**config.mk**
```make
export PLATFORM = sky130hd
export DESIGN_NAME = keypad_bcd_entry
export DESIGN_NICKNAME = d
export VERILOG_FILES = /design/src/rtl/keypad_pkg.sv /design/src/rtl/keypad_bcd_entry_debounce.sv /design/src/rtl/keypad_bcd_entry.sv
export SDC_FILE = /design/constraint.sdc
export NUM_CORES = 1
export LEC_CHECK = 0
export CORE_UTILIZATION = 37
export DETAILED_ROUTE_END_ITERATION = 16
export HOLD_SLACK_MARGIN = 0.05
export SLEW_MARGIN = 30
export SYNTH_ARGS = -nofsm -noshare
export SYNTH_HDL_FRONTEND = slang
export SYNTH_SLANG_ARGS = --single-unit
```
**constraint.sdc**
```tcl
create_clock -name clk -period 3.5 [get_ports clk]
set_clock_uncertainty 0.2 [all_clocks]
set_input_delay 0.525 -clock clk [delete_from_list [all_inputs] [get_ports clk]]
set_output_delay 0.525 -clock clk [all_outputs]
set_load 0.1 [all_outputs]
```
**src/rtl/keypad_pkg.sv**
```systemverilog
// Shared types and helpers for the keypad BCD entry block.
package keypad_pkg;

  localparam int unsigned BCD_W    = 4;
  localparam int unsigned MAX_KEYS = 10;

  typedef enum logic [1:0] {IDLE, DEBOUNCE, HELD} state_t;

  function automatic logic [BCD_W-1:0] onehot_to_bcd(input logic [MAX_KEYS-1:0] oh);
    logic [BCD_W-1:0] r;
    r = '0;
    for (int unsigned i = 0; i < MAX_KEYS; i++) begin
      if (oh[i]) r = BCD_W'(i);
    end
    return r;
  endfunction

endpackage

```
**src/rtl/keypad_bcd_entry_debounce.sv**
```systemverilog
// Key synchroniser, debounce FSM and press detector: one acc pulse per debounced press.
// Optional sticky multi-key error when KEYPAD_MULTI_ERR_EN is defined.
module key_debounce
  import keypad_pkg::*;
#(
  parameter int unsigned NUM_KEYS     = 10,
  parameter int unsigned DEBOUNCE_CYC = 4
) (
  input  logic                clk,
  input  logic                rst_n,
  input  logic                en,
  input  logic                clear,
  input  logic [NUM_KEYS-1:0] keys,
  output logic                acc,
  output logic [BCD_W-1:0]    code,
  output logic                err
);

  localparam int unsigned CW = $clog2(DEBOUNCE_CYC + 1);

  state_t              state;
  logic [NUM_KEYS-1:0] s1, ks, key_l;
  logic [CW-1:0]       cnt;
  logic                zero, onehot;

  always_comb begin
    zero   = (ks == '0);
    onehot = !zero && ((ks & (ks - NUM_KEYS'(1))) == '0);
  end

  always_ff @(posedge clk or negedge rst_n) begin
    if (!rst_n) begin
      s1    <= '0;
      ks    <= '0;
      key_l <= '0;
      cnt   <= '0;
      acc   <= 1'b0;
      code  <= '0;
      state <= IDLE;
    end else begin
      s1  <= keys;
      ks  <= s1;
      acc <= 1'b0;
      if (!en) begin
        state <= IDLE;
      end else begin
        case (state)
          IDLE: begin
            if (onehot) begin
              key_l <= ks;
              cnt   <= CW'(1);
              state <= DEBOUNCE;
            end
          end
          DEBOUNCE: begin
            if (ks != key_l) begin
              state <= IDLE;
            end else if (cnt == CW'(DEBOUNCE_CYC)) begin
              acc   <= 1'b1;
              code  <= onehot_to_bcd(MAX_KEYS'(key_l));
              cnt   <= '0;
              state <= HELD;
            end else begin
              cnt <= cnt + CW'(1);
            end
          end
          HELD: begin
            // cnt counts consecutive released samples; any key activity restarts it
            if (!zero) begin
              cnt <= '0;
            end else if (cnt == CW'(DEBOUNCE_CYC - 1)) begin
              state <= IDLE;
            end else begin
              cnt <= cnt + CW'(1);
            end
          end
          default: state <= IDLE;
        endcase
      end
    end
  end

`ifdef KEYPAD_MULTI_ERR_EN
  logic multi;
  assign multi = !zero && !onehot;

  // A multi-hot ks already sends DEBOUNCE back to IDLE via the key_l mismatch.
  always_ff @(posedge clk or negedge rst_n) begin
    if (!rst_n) begin
      err <= 1'b0;
    end else if (clear) begin
      err <= 1'b0;
    end else if (en && multi && (state != HELD)) begin
      err <= 1'b1;
    end
  end
`else
  logic unused_clear;
  assign unused_clear = clear;
  assign err          = 1'b0;
`endif

endmodule

```
**src/rtl/keypad_bcd_entry.sv**
```systemverilog
// Debounced one-hot keypad to BCD entry register (newest digit in digits[3:0]).
// Define KEYPAD_MULTI_ERR_EN to enable the sticky multi-key error flag.
module keypad_bcd_entry
  import keypad_pkg::*;
#(
  parameter int unsigned NUM_KEYS     = 10,
  parameter int unsigned DEBOUNCE_CYC = 4,
  parameter int unsigned DIGITS       = 4
) (
  input  logic                         clk,
  input  logic                         rst_n,
  input  logic                         en,
  input  logic                         clear,
  input  logic [NUM_KEYS-1:0]          keys,
  output logic [3:0]                   bcd,
  output logic                         loadn,
  output logic [4*DIGITS-1:0]          digits,
  output logic [$clog2(DIGITS+1)-1:0]  count,
  output logic                         full,
  output logic                         err
);

  localparam int unsigned CNT_W = $clog2(DIGITS + 1);
  localparam int unsigned DW    = BCD_W * DIGITS;

  logic             acc;
  logic [BCD_W-1:0] code;

  key_debounce #(
    .NUM_KEYS     (NUM_KEYS),
    .DEBOUNCE_CYC (DEBOUNCE_CYC)
  ) u_deb (
    .clk   (clk),
    .rst_n (rst_n),
    .en    (en),
    .clear (clear),
    .keys  (keys),
    .acc   (acc),
    .code  (code),
    .err   (err)
  );

  assign bcd   = code;
  assign loadn = ~acc;

  // The digit is taken while loadn is low, so a clear in that cycle drops it.
  always_ff @(posedge clk or negedge rst_n) begin
    if (!rst_n) begin
      digits <= '0;
      count  <= '0;
      full   <= 1'b0;
    end else if (clear) begin
      digits <= '0;
      count  <= '0;
      full   <= 1'b0;
    end else if (acc && !full) begin
      digits <= (digits << BCD_W) | DW'(code);
      count  <= count + CNT_W'(1);
      full   <= (count == CNT_W'(DIGITS - 1));
    end
  end

endmodule
```
# Word level (Yosys, flattened, before mapping)
# Index checks and enable logic that the tools add are counted.
# classes
addsub,3
eq_ne,13
n_mux,32
n_bitwise,4
n_reduce_logical,13
# op_table
cell,count
$mux 3,11
$mux 16,2
$logic_not 10->1,2
$mux 2,8
$or 16x4->16,1
$and 10x10->10,1
$ne 10x10->1,1
$sub 10x1->10 const B,1
$ne 3x2->1 const B,3
$pmux 3 s3,1
$mux 4,2
$reduce_and 4->1,2
$mux 1,7
$add 3x1->3 const B,2
$eq 3x2->1 const B,2
$pmux 2 s3,1
$reduce_and 5->1,1
$ne 4x2->1 const B,1
$eq 3x3->1 const B,1
$ne 3x3->1 const B,1
$reduce_and 3->1,1
$reduce_bool 3->1,1
$eq 2x1->1 const B,1
$eq 2x2->1 const B,1
other kinds (7),10
# word_totals
ff_bits,60
inputBits,14
output_inout_bits,26
word_cells,75

# Longest topological paths before layout
# Gate-level depths: netlist of run 1.
# depth
word_depth,9
depth_mapped,8
mapped_depth_nobuf,7

# By module
# A second synthesis of run 1 with hierarchy kept.
# unflattened
hier_cells,223
area_unflattened_um2,2745.1
# by_module_without_submodules
module,n_inst,cells_per_inst,area_per_inst_um2,seq_area_each_um2
key_debounce,1,147,1804.2,1001.0
keypad_bcd_entry,1,76,940.9,500.5

# Worst setup path after synthesis of run 1
# OpenSTA, ideal clock, no wires.
# synth_path
path_kind,register to register
start,register u_deb.ks[1]
end,register u_deb.key_l[1]
setup_ps,125
arrival_time_ps,2224
required_time_ps,3175
path_slack_ps,951
path_stages_with_launch,8
n_path_buf,2
period_less_slack_ps,2549
path_cell_list,dfrtp_1 -> or4_1 -> buf_2 -> nor4_1 -> o32ai_2 -> nor3_2 -> buf_6 -> mux2_4
# synth_between
elab_chain_len,5
word_cells_on_any_way,7
cone_classes,add/sub: 1; bitwise: 1; reduce/logical: 5
# synth_lines
item,line,text
from (decl),keypad_bcd_entry_debounce.sv:22,"logic [NUM_KEYS-1:0] s1, ks, key_l;"
from (signal assigned),keypad_bcd_entry_debounce.sv:34,ks <= '0;
from (signal assigned),keypad_bcd_entry_debounce.sv:42,ks <= s1;
$sub 10x1->10,keypad_bcd_entry_debounce.sv:28,onehot = !zero && ((ks & (ks - NUM_KEYS'(1))) == '0);
$and 10x10->10,keypad_bcd_entry_debounce.sv:28,
$logic_not 10->1,keypad_bcd_entry_debounce.sv:28,
$logic_and 1x1->1,keypad_bcd_entry_debounce.sv:28,
$reduce_and 3->1 (no line),--,
to (signal assigned),keypad_bcd_entry_debounce.sv:50,key_l <= ks;
to (decl),keypad_bcd_entry_debounce.sv:22,
# Parallel ways exist; a longest one is shown, timed or not.
# A chain may end at the register's enable or synchronous reset.

# Worst setup path in the final report of run 1
# layout_path
start,register u_deb.ks[1]
end,register u_deb.cnt[0]
# layout_between
elab_chain_len,6
word_cells_on_any_way,13
cone_classes,add/sub: 1; eq/ne: 4; mux: 2; bitwise: 1; reduce/logical: 5
# layout_lines
item,line,text
$sub 10x1->10,keypad_bcd_entry_debounce.sv:28,
$and 10x10->10,keypad_bcd_entry_debounce.sv:28,
$logic_not 10->1,keypad_bcd_entry_debounce.sv:28,
$logic_and 1x1->1,keypad_bcd_entry_debounce.sv:28,
$ne 2x1->1 (no line),--,
$reduce_and 5->1 (no line),--,
to (signal assigned),keypad_bcd_entry_debounce.sv:64,cnt <= cnt + CW'(1);
to (signal assigned),keypad_bcd_entry_debounce.sv:74,cnt <= cnt + CW'(1);
to (decl),keypad_bcd_entry_debounce.sv:23,logic [CW-1:0] cnt;
# Parallel ways exist; a longest one is shown, timed or not.

==> flow_metrics.tcl, run 1 <==
set metrics [dict create \
    status "finished clean" \
    synth_area_mm2 0.00262 \
    synth-edff-count 0 \
    dp_hpwl_um 3370 \
    drt-initial-drc-count 34 \
    synth_mux_area_share_pct 6.29 \
    critPathArrivalTime_ns 2.71 \
    cp_slowest_cell "or4_1" \
    finalWirelength_um 4830 \
    num_rows 30 \
    drt_pass1_iterations 4 \
    critPathMaxStageDelay_ns 0.64 \
    rsz0062_at_grt "false" \
    wl_per_cell_um 12.6 \
    leakage_nw 1.44 \
    drive_above_1_share_pct 12.5 \
    vdd_drop_max_uv 327 \
    portBuffers 38 \
    yosys_warnings 0 \
    dp_slack_ns 0.810 \
    synth_xor_area_share_pct 3.67 \
    root_buffer "clkbuf_8" \
    tns_ns 0 \
    reg2reg_slack_ns 0.82 \
    post_cts.repair.setup_buffers 0 \
    hp-class "register to register" \
    grt_pass1_vias 1769 \
    max_freq_ghz 0.373 \
    multiInputGateArea_mm2 0.00103 \
    synth_top_family_by_area "simple AND/OR/NAND/NOR gates" \
    period_minus_slack_ns 2.68 \
    hold_depth 0 \
    regArea_mm2 0.00150 \
    hold_viol 0 \
    cts.htree.levels 3 \
    nFillCells 668 \
    die_h_um 86.2 \
    ys.flop_type "dfrtp_1" \
    yosys.area_share.simple_pct 13.5 \
    cts_buffer_depth 2 \
    cts_num_sinks 60 \
    antenna_found_initial 0 \
    path_cells "or4_1 > o31a_1 > o32ai_2 > o21ai_1 > nand4_2 > mux2_1" \
    die_w_um 86.2 \
    cpLargestDelayFamily "compound AO/OA/AOI/OAI gates" \
    drv_slew 0 \
    vias 1806 \
    reg2regPathDepth 6 \
    dpl-instance-area_mm2 0.00309 \
    ys_types 41 \
    cts_tree "built" \
    crit_type "register to register" \
    fin_ws_ns 0.816 \
    p_per_area_mw_per_mm2 507 \
    syn_to_final_growth_pct 26.8 \
    io_pins 40 \
    synth_compound_area_share_pct 10.3 \
    viasPerCell 4.72 \
    ant_nets 0 \
    ys_async_sr_fraction_pct 100 \
    synthCells 238 \
    cp.required_ns 3.53 \
    fp.coreArea_mm2 0.00683 \
    grt_max_degree 35 \
    diodes 0 \
    finalSetupViolations 0 \
    setup.worst_path.end_class "register" \
    clkTransAtPathRegs_ns 0.07 \
    clkLatencyLatePin_ns 0.34 \
    start_util_pct 38.4 \
    gp_congestion 0.833 \
    maxCapViolCount 0 \
    overflow 0 \
    synthesis.nets 262 \
    drc_errors 0 \
    relSlewSlack_pct 33.7 \
    synth_area_per_cell_um2 11.0 \
    ys_seq_area_share_pct 57.2 \
    crit_path_start_kind "register" \
    reg2reg_from "u_deb.ks[1]$_DFF_PN0_" \
    design_area_mm2 0.00333 \
    period_share_pct 76.7 \
    synth-seq-cells 60 \
    numCtsBuffers 9 \
    yosys.area_share.adder_pct 5.15 \
    grt_pass1_wl_um 8400 \
    critPathMaxFanout 7 \
    die-area_mm2 0.00743 \
    crit_buf_inv 0 \
    gr-usage-all-layers_pct 14.8 \
    worst_pin_slew_ns 0.992 \
    worstHoldEndpoint "u_deb.ks[1]$_DFF_PN0_" \
    reg2reg_to "u_deb.cnt[0]$_DFFE_PN0P_" \
    nets 306 \
    worstHoldStart "u_deb.s1[1]$_DFF_PN0_" \
]
synthesized netlist by cell type, types with 2 or more instances:
cell / n / share of area (%)
xor2_1: 11 / 3.7
nor2_1: 13 / 1.9
mux2_2: 3 / 1.3
mux2i_1: 3 / 1.1
o21bai_1: 3 / 0.86
and4_1: 2 / 0.67
clkbuf_1: 6 / 0.86
nand2b_1: 3 / 0.72
a31oi_1: 2 / 0.48
a21oi_1: 24 / 4.6
mux2_4: 6 / 3.4
inv_1: 12 / 1.7
a211oi_1: 3 / 0.86
ha_1: 10 / 4.8
buf_2: 2 / 0.38
o21ai_0: 4 / 0.76
nor4_1: 5 / 1.2
nand2_1: 41 / 5.9
nor3_1: 4 / 0.76
dfrtp_1: 60 / 57
power by group:
part,switching (mW),internal [mW],leakage (nW)
clock,0.288,0.420,0.113
combinational,0.111,0.0944,0.566
sequential,0.0397,0.734,0.766
layout by cell type, fill, tap and decap left out, drive strengths merged, types with 2 or more instances in the layout:
| cell | netlist | final |
|---|---|---|
| a21oi | 24 | 24 |
| nand4 | 2 | 2 |
| mux2 | 10 | 10 |
| a31oi | 2 | 2 |
| xor2 | 11 | 11 |
| clkdlybuf4s50 | 0 | 35 |
| nor2 | 13 | 13 |
| mux2i | 3 | 3 |
| a211oi | 3 | 3 |
| bufinv | 0 | 2 |
| nand2 | 41 | 41 |
| ha | 10 | 10 |
| buf | 4 | 7 |
| dfrtp | 60 | 60 |
| and4 | 2 | 2 |
| nor3 | 5 | 5 |
| nand2b | 3 | 3 |
| inv | 12 | 13 |
| clkbuf | 6 | 10 |
| o21ai | 5 | 5 |
| o21bai | 3 | 3 |
| clkinv | 0 | 2 |
| nor4 | 5 | 5 |
per-stage QoR:
step           hold slack, ns  cells  utilization (%)  power (mW)
2_1_floorplan          0.0294    238                -       0.922
3_3_place_gp            0.131    366             45.3       0.991
3_5_place_dp            0.135    366             45.3       0.992
4_1_cts                 0.151    383             48.7        1.71
5_1_grt                 0.158    383             48.7        1.76
6_report                0.149    383             48.7        1.69
worst register-to-register path: cells and delay by family, from the launching register on:
family / cells / cell delay (ns)
compound gates: 3 / 0.83
mux: 1 / 0.33
simple gates: 2 / 0.77
flops: 1 / 0.43
routing by layer:
metal	vias to the layer above	wire length [um]	GRT usage, %
met5	-	0	0
met4	0	97	6.82
met3	9	232	4.48
met2	44	2180	23.4
met1	851	2310	18.7
li1	902	-	-
state kept, by name, indices dropped and copies added, names as in the netlist, 2 cells and up:
signal / count
u_deb.s1: 10
count: 3
u_deb.cnt: 3
u_deb.state: 2
u_deb.key_l: 10
digits: 16
u_deb.ks: 10
u_deb.code: 4
timing repair:
| action | CTS | global route |
|---|---|---|
| hold buffers | 1 | 0 |
| resized for setup | 0 | 0 |
| endpoints found under the hold margin | 26 | 0 |
how the worst max path moves through the flow:
stage / from / to / slack (ns) / cells past startpoint
after floorplan: u_deb.ks[1]$_DFF_PN0_ / u_deb.key_l[1]$_DFFE_PN0P_ / 0.95 / 7
after global placement: u_deb.ks[1]$_DFF_PN0_ / u_deb.cnt[0]$_DFFE_PN0P_ / 0.86 / 6
after detailed placement: u_deb.ks[1]$_DFF_PN0_ / u_deb.cnt[0]$_DFFE_PN0P_ / 0.81 / 6
after CTS: u_deb.ks[1]$_DFF_PN0_ / u_deb.cnt[0]$_DFFE_PN0P_ / 0.81 / 6
after global routing: u_deb.ks[1]$_DFF_PN0_ / u_deb.cnt[0]$_DFFE_PN0P_ / 0.67 / 6
final: u_deb.ks[1]$_DFF_PN0_ / u_deb.cnt[0]$_DFFE_PN0P_ / 0.82 / 6
logic make-up (layout without fill, tap and decap cells):
kind of cell    count (synthesis)  in the layout
compound gates                 44             44
xor+xnor                       11             11
simple gates                   76             76
mux                            13             13
buf+inv                        22             71
other cells                     1              1
fa+ha+maj                      11             11
flops                          60             60
final cells by class:
| type | instances | share of cell area, % |
|---|---|---|
| Sequential cell | 60 | 45.1 |
| Timing Repair Buffer | 43 | 12.3 |
| Clock inverter | 6 | 2.59 |
| Tap cell | 96 | 3.61 |
| Inverter | 12 | 1.35 |
| Multi-Input combinational cell | 156 | 30.8 |
| Clock buffer | 10 | 4.14 |
Power figures use the tool's default switching activity.
==> run 2: changes to the inputs <==
==> constraint.sdc (replaced) <==
create_clock -name clk -period 2.3 [get_ports clk]
set_clock_uncertainty 0.2 [all_clocks]
set_input_delay 0.345 -clock clk [delete_from_list [all_inputs] [get_ports clk]]
set_output_delay 0.345 -clock clk [all_outputs]
set_load 0.1 [all_outputs]
==> run 2 against run 1 <==
Effect of this change:
- the flow now finishes with violations (negative setup slack)
- via count up 7.2%
- clock power up 78%
- worst setup slack worse by 1.1 ns
- final area up 7.8%
- fmax up 5.2%
- critical path type unchanged
==> flow_metrics.tcl, run 2 (same netlist as run 1, synthesis figures left out) <==
set metrics [dict create \
    vdd_drop_max_uv 408 \
    fin_ws_ns -0.251 \
    hold_viol 0 \
    finalSetupViolations 15 \
    grt_pass1_wl_um 8580 \
    wl_per_cell_um 12.9 \
    clkLatencyLatePin_ns 0.32 \
    drc_errors 0 \
    drv_slew 0 \
    io_pins 40 \
    worst_pin_slew_ns 0.736 \
    viasPerCell 4.80 \
    clkTransAtPathRegs_ns 0.07 \
    drive_above_1_share_pct 28.7 \
    antenna_found_initial 0 \
    dpl-instance-area_mm2 0.00321 \
    period_minus_slack_ns 2.55 \
    diodes 0 \
    reg2reg_from "u_deb.ks[0]$_DFF_PN0_" \
    final_util_pct 52.5 \
    vias 1936 \
    gr-usage-all-layers_pct 15.2 \
    relSlewSlack_pct 51.0 \
    cts_tree "built" \
    nets 326 \
    max_freq_ghz 0.392 \
    cts_num_sinks 60 \
    critPathArrivalTime_ns 2.56 \
    design_area_mm2 0.00359 \
    dp_hpwl_um 3540 \
    largest_register_ffs 16 \
    syn_to_final_growth_pct 36.7 \
    whs_ns 0.149 \
    maxCapViolCount 0 \
    period_share_pct 111 \
    reg2reg_to "u_deb.cnt[0]$_DFFE_PN0P_" \
    numCtsBuffers 9 \
    multiInputGateArea_mm2 0.00112 \
    critPathMaxFanout 7 \
    regMostFlops "digits" \
    crit_path_start "u_deb.ks[0]$_DFF_PN0_" \
    hp-class "register to register" \
    dp_slack_ns -0.245 \
    finalWirelength_um 5210 \
    setup.worst_path.end_class "register" \
    grt_max_degree 37 \
    fp.coreArea_mm2 0.00683 \
    violations "negative setup slack" \
    die-area_mm2 0.00743 \
    final_common_cell "dfrtp_1" \
    root_buffer "clkbuf_8" \
    portBuffers 38 \
    placedCellCount 383 \
    nFillCells 608 \
    overflow 0 \
    cp.required_ns 2.31 \
    drt_pass1_iterations 4 \
    grt_pass1_vias 1814 \
    reg2reg_slack_ns -0.25 \
    leakage_nw 1.65 \
    reg2regPathDepth 7 \
    p_per_area_mw_per_mm2 789 \
    start_util_pct 38.4 \
    num_rows 30 \
    drt-initial-drc-count 59 \
    worstSetupEndpoint "u_deb.cnt[0]$_DFFE_PN0P_" \
    total_power_mw 2.83 \
    cts.htree.levels 3 \
    tns_ns -2.91 \
    die_w_um 86.2 \
    ant_nets 0 \
    status "finished, violations left" \
    final_cell_mix "dfrtp_1, buf_4, nand2_1" \
    regArea_mm2 0.00150 \
    die_h_um 86.2 \
    final_cells 403 \
    cts_buffer_depth 2 \
    gp_congestion 0.766 \
    crit_path_start_kind "register" \
    rsz0062_at_grt "true" \
    crit_type "register to register" \
]
run 2: cell types whose count changed in the layout (fill, tap and decap cells not counted), sizes merged:
| cell | delta |
|---|---|
| clkdlybuf4s50 | -23 |
| bufinv | +2 |
| inv | -1 |
| clkbuf | +2 |
| clkinvlp | -1 |
| buf | +43 |
| clkinv | -2 |
run 2: power by group:
part	switching [mW]	leakage [nW]	internal [mW]	total, mW
combinational	0.204	0.750	0.199	0.403
sequential	0.0528	0.766	1.12	1.17
clock	0.395	0.131	0.861	1.26
run 2: how the worst min path moves through the flow:
stage	from	end	slack (ns)	cells after the start
CTS	u_deb.s1[4]$_DFF_PN0_	u_deb.ks[4]$_DFF_PN0_	0.15	0
floorplan	rst_n	count[0]$_DFFE_PN0P_	-0.15	0
global route	u_deb.s1[0]$_DFF_PN0_	u_deb.ks[0]$_DFF_PN0_	0.15	0
finish	u_deb.s1[0]$_DFF_PN0_	u_deb.ks[0]$_DFF_PN0_	0.15	0
detailed placement	u_deb.s1[0]$_DFF_PN0_	u_deb.ks[0]$_DFF_PN0_	0.13	0
global placement	u_deb.s1[5]$_DFF_PN0_	u_deb.ks[5]$_DFF_PN0_	0.13	0
run 2: cell type report:
| class | count | area share, % |
|---|---|---|
| repair buffers | 63 | 14.8 |
| multi-input cells | 156 | 31.4 |
| flip-flops and latches | 60 | 41.9 |
| well taps | 96 | 3.35 |
| clock inverters | 4 | 3.35 |
| clock buffers | 12 | 4.05 |
| inverters | 12 | 1.26 |
run 2: routing by layer:
metal	vias up	routed length, um	track usage (%)
met1	941	2350	19.4
met2	52	2630	24.4
met3	2	215	4.38
met4	0	12	5.91
li1	941	-	-
met5	-	0	0
run 2: repair_timing:
item	in CTS	in global routing
endpoints found under the hold margin	24	0
hold buffers	1	0
pin swaps	4	2
setup endpoints to repair	15	15
resized for setup	12	5
buffers inserted	2	1
run 2: worst max-delay path: stages (launching register included):
cell	delay, ns
dfrtp_1	0.38
or4_4	0.54
buf_8	0.16
o31a_1	0.31
o32ai_4	0.29
o21ai_2	0.12
nand4_2	0.11
mux2_4	0.31
